## src/rtl/apb_pkg.sv

```systemverilog
// Shared types and default sizing for the APB requester slice.
package apb_pkg;

   localparam int APB_ADDR_W             = 8;
   localparam int APB_DATA_W             = 8;
   localparam int TIMEOUT_CYCLES_DEFAULT = 16;

   typedef enum logic [1:0] {
      IDLE   = 2'd0,
      SETUP  = 2'd1,
      ACCESS = 2'd2
   } apb_state_e;

endpackage

```

## src/rtl/apb_wait_timer.sv

```systemverilog
// ACCESS-phase wait counter: cleared on entry, counts stalled cycles and
// flags expiry once LIMIT-1 stalled cycles have been seen.
module apb_wait_timer
   import apb_pkg::*;
#(
   parameter int LIMIT = TIMEOUT_CYCLES_DEFAULT
) (
   input  logic clk,
   input  logic rst_n,
   input  logic clear,
   input  logic enable,
   output logic expire
);

   localparam int CNT_W = (LIMIT > 1) ? $clog2(LIMIT) : 1;

   logic [CNT_W-1:0] count_q;
   logic [CNT_W-1:0] count_d;

   assign expire = (count_q == CNT_W'(LIMIT - 1));

   // Saturates at the expiry value so a missed exit can never wrap to zero.
   always_comb begin
      count_d = count_q;
      if (clear) begin
         count_d = '0;
      end else if (enable && !expire) begin
         count_d = count_q + 1'b1;
      end
   end

   always_ff @(posedge clk or negedge rst_n) begin
      if (!rst_n) begin
         count_q <= '0;
      end else begin
         count_q <= count_d;
      end
   end

endmodule

```

## src/rtl/apb_master.sv

```systemverilog
// APB requester: one command at a time through SETUP/ACCESS, response on a
// valid/ready port. Define APB_TIMEOUT_EN to bound the ACCESS wait.
module apb_master
   import apb_pkg::*;
#(
   parameter int ADDR_W         = APB_ADDR_W,
   parameter int DATA_W         = APB_DATA_W,
   parameter int TIMEOUT_CYCLES = TIMEOUT_CYCLES_DEFAULT
) (
   input  logic              pclk,
   input  logic              preset,
   input  logic              cmd_valid,
   output logic              cmd_ready,
   input  logic              cmd_write,
   input  logic [ADDR_W-1:0] cmd_addr,
   input  logic [DATA_W-1:0] cmd_wdata,
   output logic              rsp_valid,
   input  logic              rsp_ready,
   output logic [DATA_W-1:0] rsp_rdata,
   output logic              rsp_timeout,
   output logic              psel,
   output logic              penable,
   output logic              pwrite,
   output logic [ADDR_W-1:0] paddr,
   output logic [DATA_W-1:0] pwdata,
   input  logic [DATA_W-1:0] prdata,
   input  logic              pready
);

   apb_state_e        state_q, state_d;
   logic              psel_q, psel_d;
   logic              penable_q, penable_d;
   logic              pwrite_q, pwrite_d;
   logic [ADDR_W-1:0] paddr_q, paddr_d;
   logic [DATA_W-1:0] pwdata_q, pwdata_d;
   logic              rsp_valid_q, rsp_valid_d;
   logic [DATA_W-1:0] rsp_rdata_q, rsp_rdata_d;
   logic              rsp_timeout_q, rsp_timeout_d;

   logic cmd_fire;
   logic rsp_fire;
   logic timeout_hit;

   assign cmd_ready = (state_q == IDLE) && !rsp_valid_q;
   assign cmd_fire  = cmd_valid && cmd_ready;
   assign rsp_fire  = rsp_valid_q && rsp_ready;

`ifdef APB_TIMEOUT_EN
   logic timer_expire;

   apb_wait_timer #(
      .LIMIT (TIMEOUT_CYCLES)
   ) u_wait_timer (
      .clk    (pclk),
      .rst_n  (preset),
      .clear  (state_q == SETUP),
      .enable ((state_q == ACCESS) && !pready),
      .expire (timer_expire)
   );

   assign timeout_hit = (state_q == ACCESS) && !pready && timer_expire;
`else
   logic unused_timeout_cfg;

   assign unused_timeout_cfg = (TIMEOUT_CYCLES > 0);
   assign timeout_hit        = 1'b0;
`endif

   assign psel        = psel_q;
   assign penable     = penable_q;
   assign pwrite      = pwrite_q;
   assign paddr       = paddr_q;
   assign pwdata      = pwdata_q;
   assign rsp_valid   = rsp_valid_q;
   assign rsp_rdata   = rsp_rdata_q;
   assign rsp_timeout = rsp_timeout_q;

   always_ff @(posedge pclk or negedge preset) begin
      if (!preset) begin
         state_q <= IDLE;
      end else begin
         state_q <= state_d;
      end
   end

   always_comb begin
      state_d = state_q;
      unique case (state_q)
         IDLE:    if (cmd_fire) state_d = SETUP;
         SETUP:   state_d = ACCESS;
         ACCESS:  if (pready || timeout_hit) state_d = IDLE;
         default: state_d = IDLE;
      endcase
   end

   // Normal completion is tested before the timeout so a late pready still wins.
   always_comb begin
      psel_d        = psel_q;
      penable_d     = penable_q;
      pwrite_d      = pwrite_q;
      paddr_d       = paddr_q;
      pwdata_d      = pwdata_q;
      rsp_valid_d   = rsp_valid_q;
      rsp_rdata_d   = rsp_rdata_q;
      rsp_timeout_d = rsp_timeout_q;

      if (rsp_fire) begin
         rsp_valid_d = 1'b0;
      end

      unique case (state_q)
         IDLE: begin
            if (cmd_fire) begin
               psel_d    = 1'b1;
               penable_d = 1'b0;
               pwrite_d  = cmd_write;
               paddr_d   = cmd_addr;
               pwdata_d  = cmd_write ? cmd_wdata : '0;
            end
         end
         SETUP: begin
            penable_d = 1'b1;
         end
         ACCESS: begin
            if (pready) begin
               psel_d        = 1'b0;
               penable_d     = 1'b0;
               rsp_valid_d   = 1'b1;
               rsp_rdata_d   = pwrite_q ? '0 : prdata;
               rsp_timeout_d = 1'b0;
            end else if (timeout_hit) begin
               psel_d        = 1'b0;
               penable_d     = 1'b0;
               rsp_valid_d   = 1'b1;
               rsp_rdata_d   = '0;
               rsp_timeout_d = 1'b1;
            end
         end
         default: begin
            psel_d    = 1'b0;
            penable_d = 1'b0;
         end
      endcase
   end

   always_ff @(posedge pclk or negedge preset) begin
      if (!preset) begin
         psel_q        <= 1'b0;
         penable_q     <= 1'b0;
         pwrite_q      <= 1'b0;
         paddr_q       <= '0;
         pwdata_q      <= '0;
         rsp_valid_q   <= 1'b0;
         rsp_rdata_q   <= '0;
         rsp_timeout_q <= 1'b0;
      end else begin
         psel_q        <= psel_d;
         penable_q     <= penable_d;
         pwrite_q      <= pwrite_d;
         paddr_q       <= paddr_d;
         pwdata_q      <= pwdata_d;
         rsp_valid_q   <= rsp_valid_d;
         rsp_rdata_q   <= rsp_rdata_d;
         rsp_timeout_q <= rsp_timeout_d;
      end
   end

endmodule

```

## config.mk

```make
export PLATFORM = sky130hd
export DESIGN_NAME = apb_master
export DESIGN_NICKNAME = d
export VERILOG_FILES = /design/src/rtl/apb_pkg.sv /design/src/rtl/apb_wait_timer.sv /design/src/rtl/apb_master.sv
export SDC_FILE = /design/constraint.sdc
export NUM_CORES = 1
export LEC_CHECK = 0
export BUFFER_PORTS_ARGS = -buffer_cell sky130_fd_sc_hd__clkbuf_2
export CELL_PAD_IN_SITES_DETAIL_PLACEMENT = 1
export CELL_PAD_IN_SITES_GLOBAL_PLACEMENT = 1
export CORE_UTILIZATION = 37
export CTS_CLUSTER_SIZE = 12
export DETAILED_ROUTE_END_ITERATION = 12
export HOLD_SLACK_MARGIN = 0.1
export PLACE_DENSITY_LB_ADDON = 0.1
export SYNTH_ARGS = -nofsm -noshare
export SYNTH_HDL_FRONTEND = slang
export SYNTH_SLANG_ARGS = --single-unit
```

## constraint.sdc

```tcl
create_clock -name pclk -period 2.9 [get_ports pclk]
set_input_delay 0.145 -clock pclk [delete_from_list [all_inputs] [get_ports pclk]]
set_output_delay 0.145 -clock pclk [all_outputs]
set_load 0.02 [all_outputs]
```

# Word level (Yosys, flattened, before mapping)
# Cells that the tools add are included.
# totals
ff_bits	30
latchBits	0
ramBits	0
romBits	0
in_bits	30
output_inout_bits	30
elab_cells	35
memories	0
# op_classes
addsub	0
n_mul	0
div_mod_pow	0
order_cmp	0
n_eq_ne	4
shifts	0
n_mux	13
bitwise_logic	1
reduce_logical	9
# op_table
cell	count
2-to-1 mux 8 bit	2
2-to-1 mux 1 bit	6
case mux 1 bit (3 select lines)	2
case mux 2 bit (3 select lines)	1
AND reduction 2 bit	3
2-to-1 mux 2 bit	2
inequality test 2 bit, second input constant	2
logical AND 1 bit	3
AND reduction 3 bit	1
== test 2 x 1 -> 1 bit, second input constant	1
== test 2 bit, second input constant	1
zero test 2 bit	1
zero test 1 bit	1
inverter 1 bit	1

# Depth between registers and ports, before layout
# depth
depth_word	5
ltp_mapped	4
depth_no_buf	2

# Worst setup path before layout
# No wires, ideal clock.
# synth_path
path_kind	reg2reg
from	reg penable (netlist name)
to	reg paddr_q[0] (netlist: paddr[0])
setup_ns	0.125
arrival_time_ns	1.286
required_ns	2.775
setup_slack_ns	1.489
path_stages_with_launch	4
path_buffers	1
synth_period_minus_slack_ns	1.411
path_cell_list	dfrtp_1 > nor4b_2 > buf_6 > mux2_2
# synth_rtl
item	line	source
to (signal assigned)	apb_master.sv:160	paddr_q <= paddr_d;
to (decl)	apb_master.sv:34	logic [ADDR_W-1:0] paddr_q, paddr_d;

# Worst setup path in the final report
# layout_path
from	reg state_q[0]
to	reg pwdata_q[3] (netlist: pwdata[3])
# layout_between
elab_chain_cells	4
# layout_rtl
item	line	source
from (decl)	apb_master.sv:30	apb_state_e state_q, state_d;
from (signal assigned)	apb_master.sv:82	state_q <= state_d;
zero test 2 bit (*)	apb_master.sv:44, apb_master.sv:111	
logical AND 1 bit	apb_master.sv:44	assign cmd_ready = (state_q == IDLE) && !rsp_valid_q;
logical AND 1 bit	apb_master.sv:45	assign cmd_fire = cmd_valid && cmd_ready;
AND reduction 2 bit (no line) (*)	-	
to (signal assigned)	apb_master.sv:161	pwdata_q <= pwdata_d;
to (decl)	apb_master.sv:35	logic [DATA_W-1:0] pwdata_q, pwdata_d;
# Mark *: on every way between the ends. The rest lies on a longest branch, timed or not.
# A chain may end at the register's enable or synchronous reset.

==> summary.txt <==
Yosys
  • Leading post-synthesis cells by cell area: dfrtp_1 (59%), mux2_2 (15%), mux2i_1 (7.3%), nor2b_1 (4.0%), inv_1 (2.7%)
  • Post-synthesis instance area: 1240 sq um
  • Register bit total from synthesis: 29
  • Number of distinct library cells after synthesis: 18
  • Synthesized instance count: 93
  • Yosys top cell by area: dfrtp_1
  • Average cell area after synthesis: 13.3 sq um
  • Area share of the largest cell type after synthesis: 0.587
  • Share of the yosys chip area belonging to registers: 0.587
  • Synth Warn #: 0
  • Dominant cell by count in the synthesized netlist: dfrtp_1
  • Number of synthesized flops with an enable pin: 0
  • Leading post-synthesis cells by instance count: dfrtp_1 (29), mux2_2 (17), inv_1 (9), mux2i_1 (9)
  • Post-synthesis net count: 123
  • Async S/R FF share, synth: 1.00
  • Post-synth top flop: dfrtp_1

Detailed routing
  • Number of remaining DRC errors: 0
  • Final antenna-violating net count: 0
  • Avg WL per Cell: 12.9 um
  • Post-DR vias/cell: 4.37
  • Number of violations reported at the end of detailed-routing iteration 0: 24
  • Number of search-and-repair iterations in the first detailed-routing pass: 2
  • Drt total wl: 2.80 mm
  • Total number of vias: 949

Final layout
  • Area used by sequential logic in the layout: 726 sq um
  • Proportion of layout cells with a drive suffix above 1: 0.486
  • Multi-input gate area in the final layout: 432 sq um
  • Fill cell total of the finished layout: 372
  • Nets: 202
  • Ant diodes: 0
  • Relative area change from synthesis to final layout: 43.4%
  • Final design instance area without fill: 1770 sq um

Floorplanning
  • Overall die height: 59.8 um
  • Number of placement rows: 20
  • Area of the die: 3580 sq um
  • Area of the core: 3100 sq um
  • Initial Util: 0.398
  • Boundary pin count: 60
  • Die X: 59.8 um

Timing
  • Worst-case setup margin in the final layout: 1110 ps
  • Final Setup Violations: 0
  • Shortest period the worst path allows: 1790 ps
  • Setup skew after layout: 5.35 ps
  • Accumulated negative setup slack: 0 ps
  • Final Cycle Share: 0.617
  • Slew Viols, Final: 0
  • Setup repair after global routing missed its margin: false
  • Fin. Hold Viols: 0
  • Actual slew at the worst max-slew pin: 718 ps
  • Post-route worst hold slack: 130 ps
  • Maximum operating frequency: 559 MHz
  • Worst max-slew margin expressed relative to the limit: 0.520

Clock network
  • Longest Clk Path Bufs: 2
  • Number of H-tree levels: 2
  • Clock latency reported for the late side of the worst-skew pair: 330 ps
  • Post-CTS resize count: 0
  • Post CTS Setup Buffer Count: 0
  • CTS Root Cell: clkbuf_4
  • Clock transition at the registers of the reported paths: 90 ps
  • Total clock buffers created by CTS: 5
  • Count of hold buffers inserted by post-cts repair: 18
  • Number of sinks driven by the clock tree: 29
  • Clock tree from TritonCTS: built

Critical path
  • Data arrival time of the critical path: 2040 ps
  • Critical path class: reg -> reg
  • Depth of the most critical reg-to-reg path: 3
  • Critical Path Fanout Max: 11
  • Startpoint type of the worst setup path: flip-flop
  • Required @ worst endpoint: 3150 ps
  • Capturing element type of the critical path: flip-flop

Placement
  • Port Buffer Count: 58
  • Placement-stage worst setup slack: 1090 ps
  • Placer congestion estimate: 0.632
  • Instance area at placement: 1540 sq um
  • Estimated wirelength of the detail-placed design: 1.84 mm

Global route
  • Via count of the first global-routing pass: 1021
  • Met3 track demand over resource in global routing: 0.0779
  • GRT overflow: 0
  • Most Crowded Layer GR: met2
  • First-pass GRT wire length: 4.53 mm
  • Global-route total usage across every layer: 0.183
  • Number of antenna violations at the first check in global routing: 0
  • Met1 track demand over resource: 0.188
  • Met2 demand-to-capacity share in global routing: 0.322
  • Largest net degree at the start of global routing: 30

Power and ir drop
  • Pwr dens: 998 nW/um^2
  • Worst supply voltage drop on vdd: 0.417 mV
  • Leakage power: 0.916 nW

Worst hold path
  • Worst Hold Path Cells: 3
  • Type of the worst min-delay path: in -> reg

Status
  • Status: complete, no violations

Flow run
  • Max capacitance violation total: 0
-- flip-flops by register name, summed over array words and instances (netlist names) --
register	cells
pwrite	1
state_q	1
psel	1
penable	1
pwdata	8
rsp_rdata	8
rsp_valid	1
paddr	8
-- path summary, 6_finish.rpt --
kind	start	endpoint	slack, ps
setup / recovery	state_q[0]	pwdata[3]	1110
hold / removal	pready	penable	130
setup reg to reg	state_q[0]	pwdata[3]	1110
hold reg to reg	psel	psel	500
max in group asynchronous	preset	rsp_rdata[5]	2030
min in group asynchronous	preset	psel	400
-- metal layers --
metal	wire, um	part of all wire
met5	0	0
met2	1520	0.54
met1	1060	0.38
met3	184	0.066
met4	30	0.011
-- layout make-up --
class / instances / share of cell area
Inverter: 9 / 0.0191
Multi-Input combinational cell: 50 / 0.243
Sequential cell: 29 / 0.409
Clock buffer: 8 / 0.0275
Timing Repair Buffer: 77 / 0.270
Tap cell: 44 / 0.0311
-- layout by cell type (no fill, tap or decap) --
master	Yosys	final
nand2b_1	1	1
dlygate4sd3_1	0	18
mux2i_1	9	9
nor3_1	1	1
conb_1	1	1
mux2_2	17	17
and3b_2	1	1
o21ai_0	1	1
dfrtp_1	29	29
clkbuf_1	0	3
clkbuf_4	0	5
nor2b_1	8	8
nand2_1	8	8
nor4b_4	0	1
a21o_2	1	1
buf_4	1	1
inv_1	9	9
a21o_1	1	1
clkbuf_2	0	58
-- worst max-delay path, cell delays in order (launching register included) --
cell,delay (ps)
dfrtp_1,460
nor4b_4,700
buf_4,320
mux2i_1,230
-- kinds of logic after synthesis --
kind of cell / Yosys count / share of synthesized area
AOI/OAI and AO/OA: 3 / 0.0172
buffers and inverters: 14 / 0.0708
DFF: 29 / 0.587
muxes: 26 / 0.228
other: 1 / 0.00303
and+or+nand+nor: 20 / 0.0941
-- metrics by stage --
step,util,total power [mW],std cells
after CTS,0.571,1.79,217
after global placement,0.498,1.51,191
after detailed placement,0.498,1.54,191
after global routing,0.571,1.90,217
after floorplan,-,1.28,93
final,0.571,1.77,217
-- power breakdown --
part,internal (mW),switching [mW]
logic,0.357,0.461
registers,0.588,0.138
clock network,0.0964,0.130
Note: power is estimated with default switching activity, not from simulation.
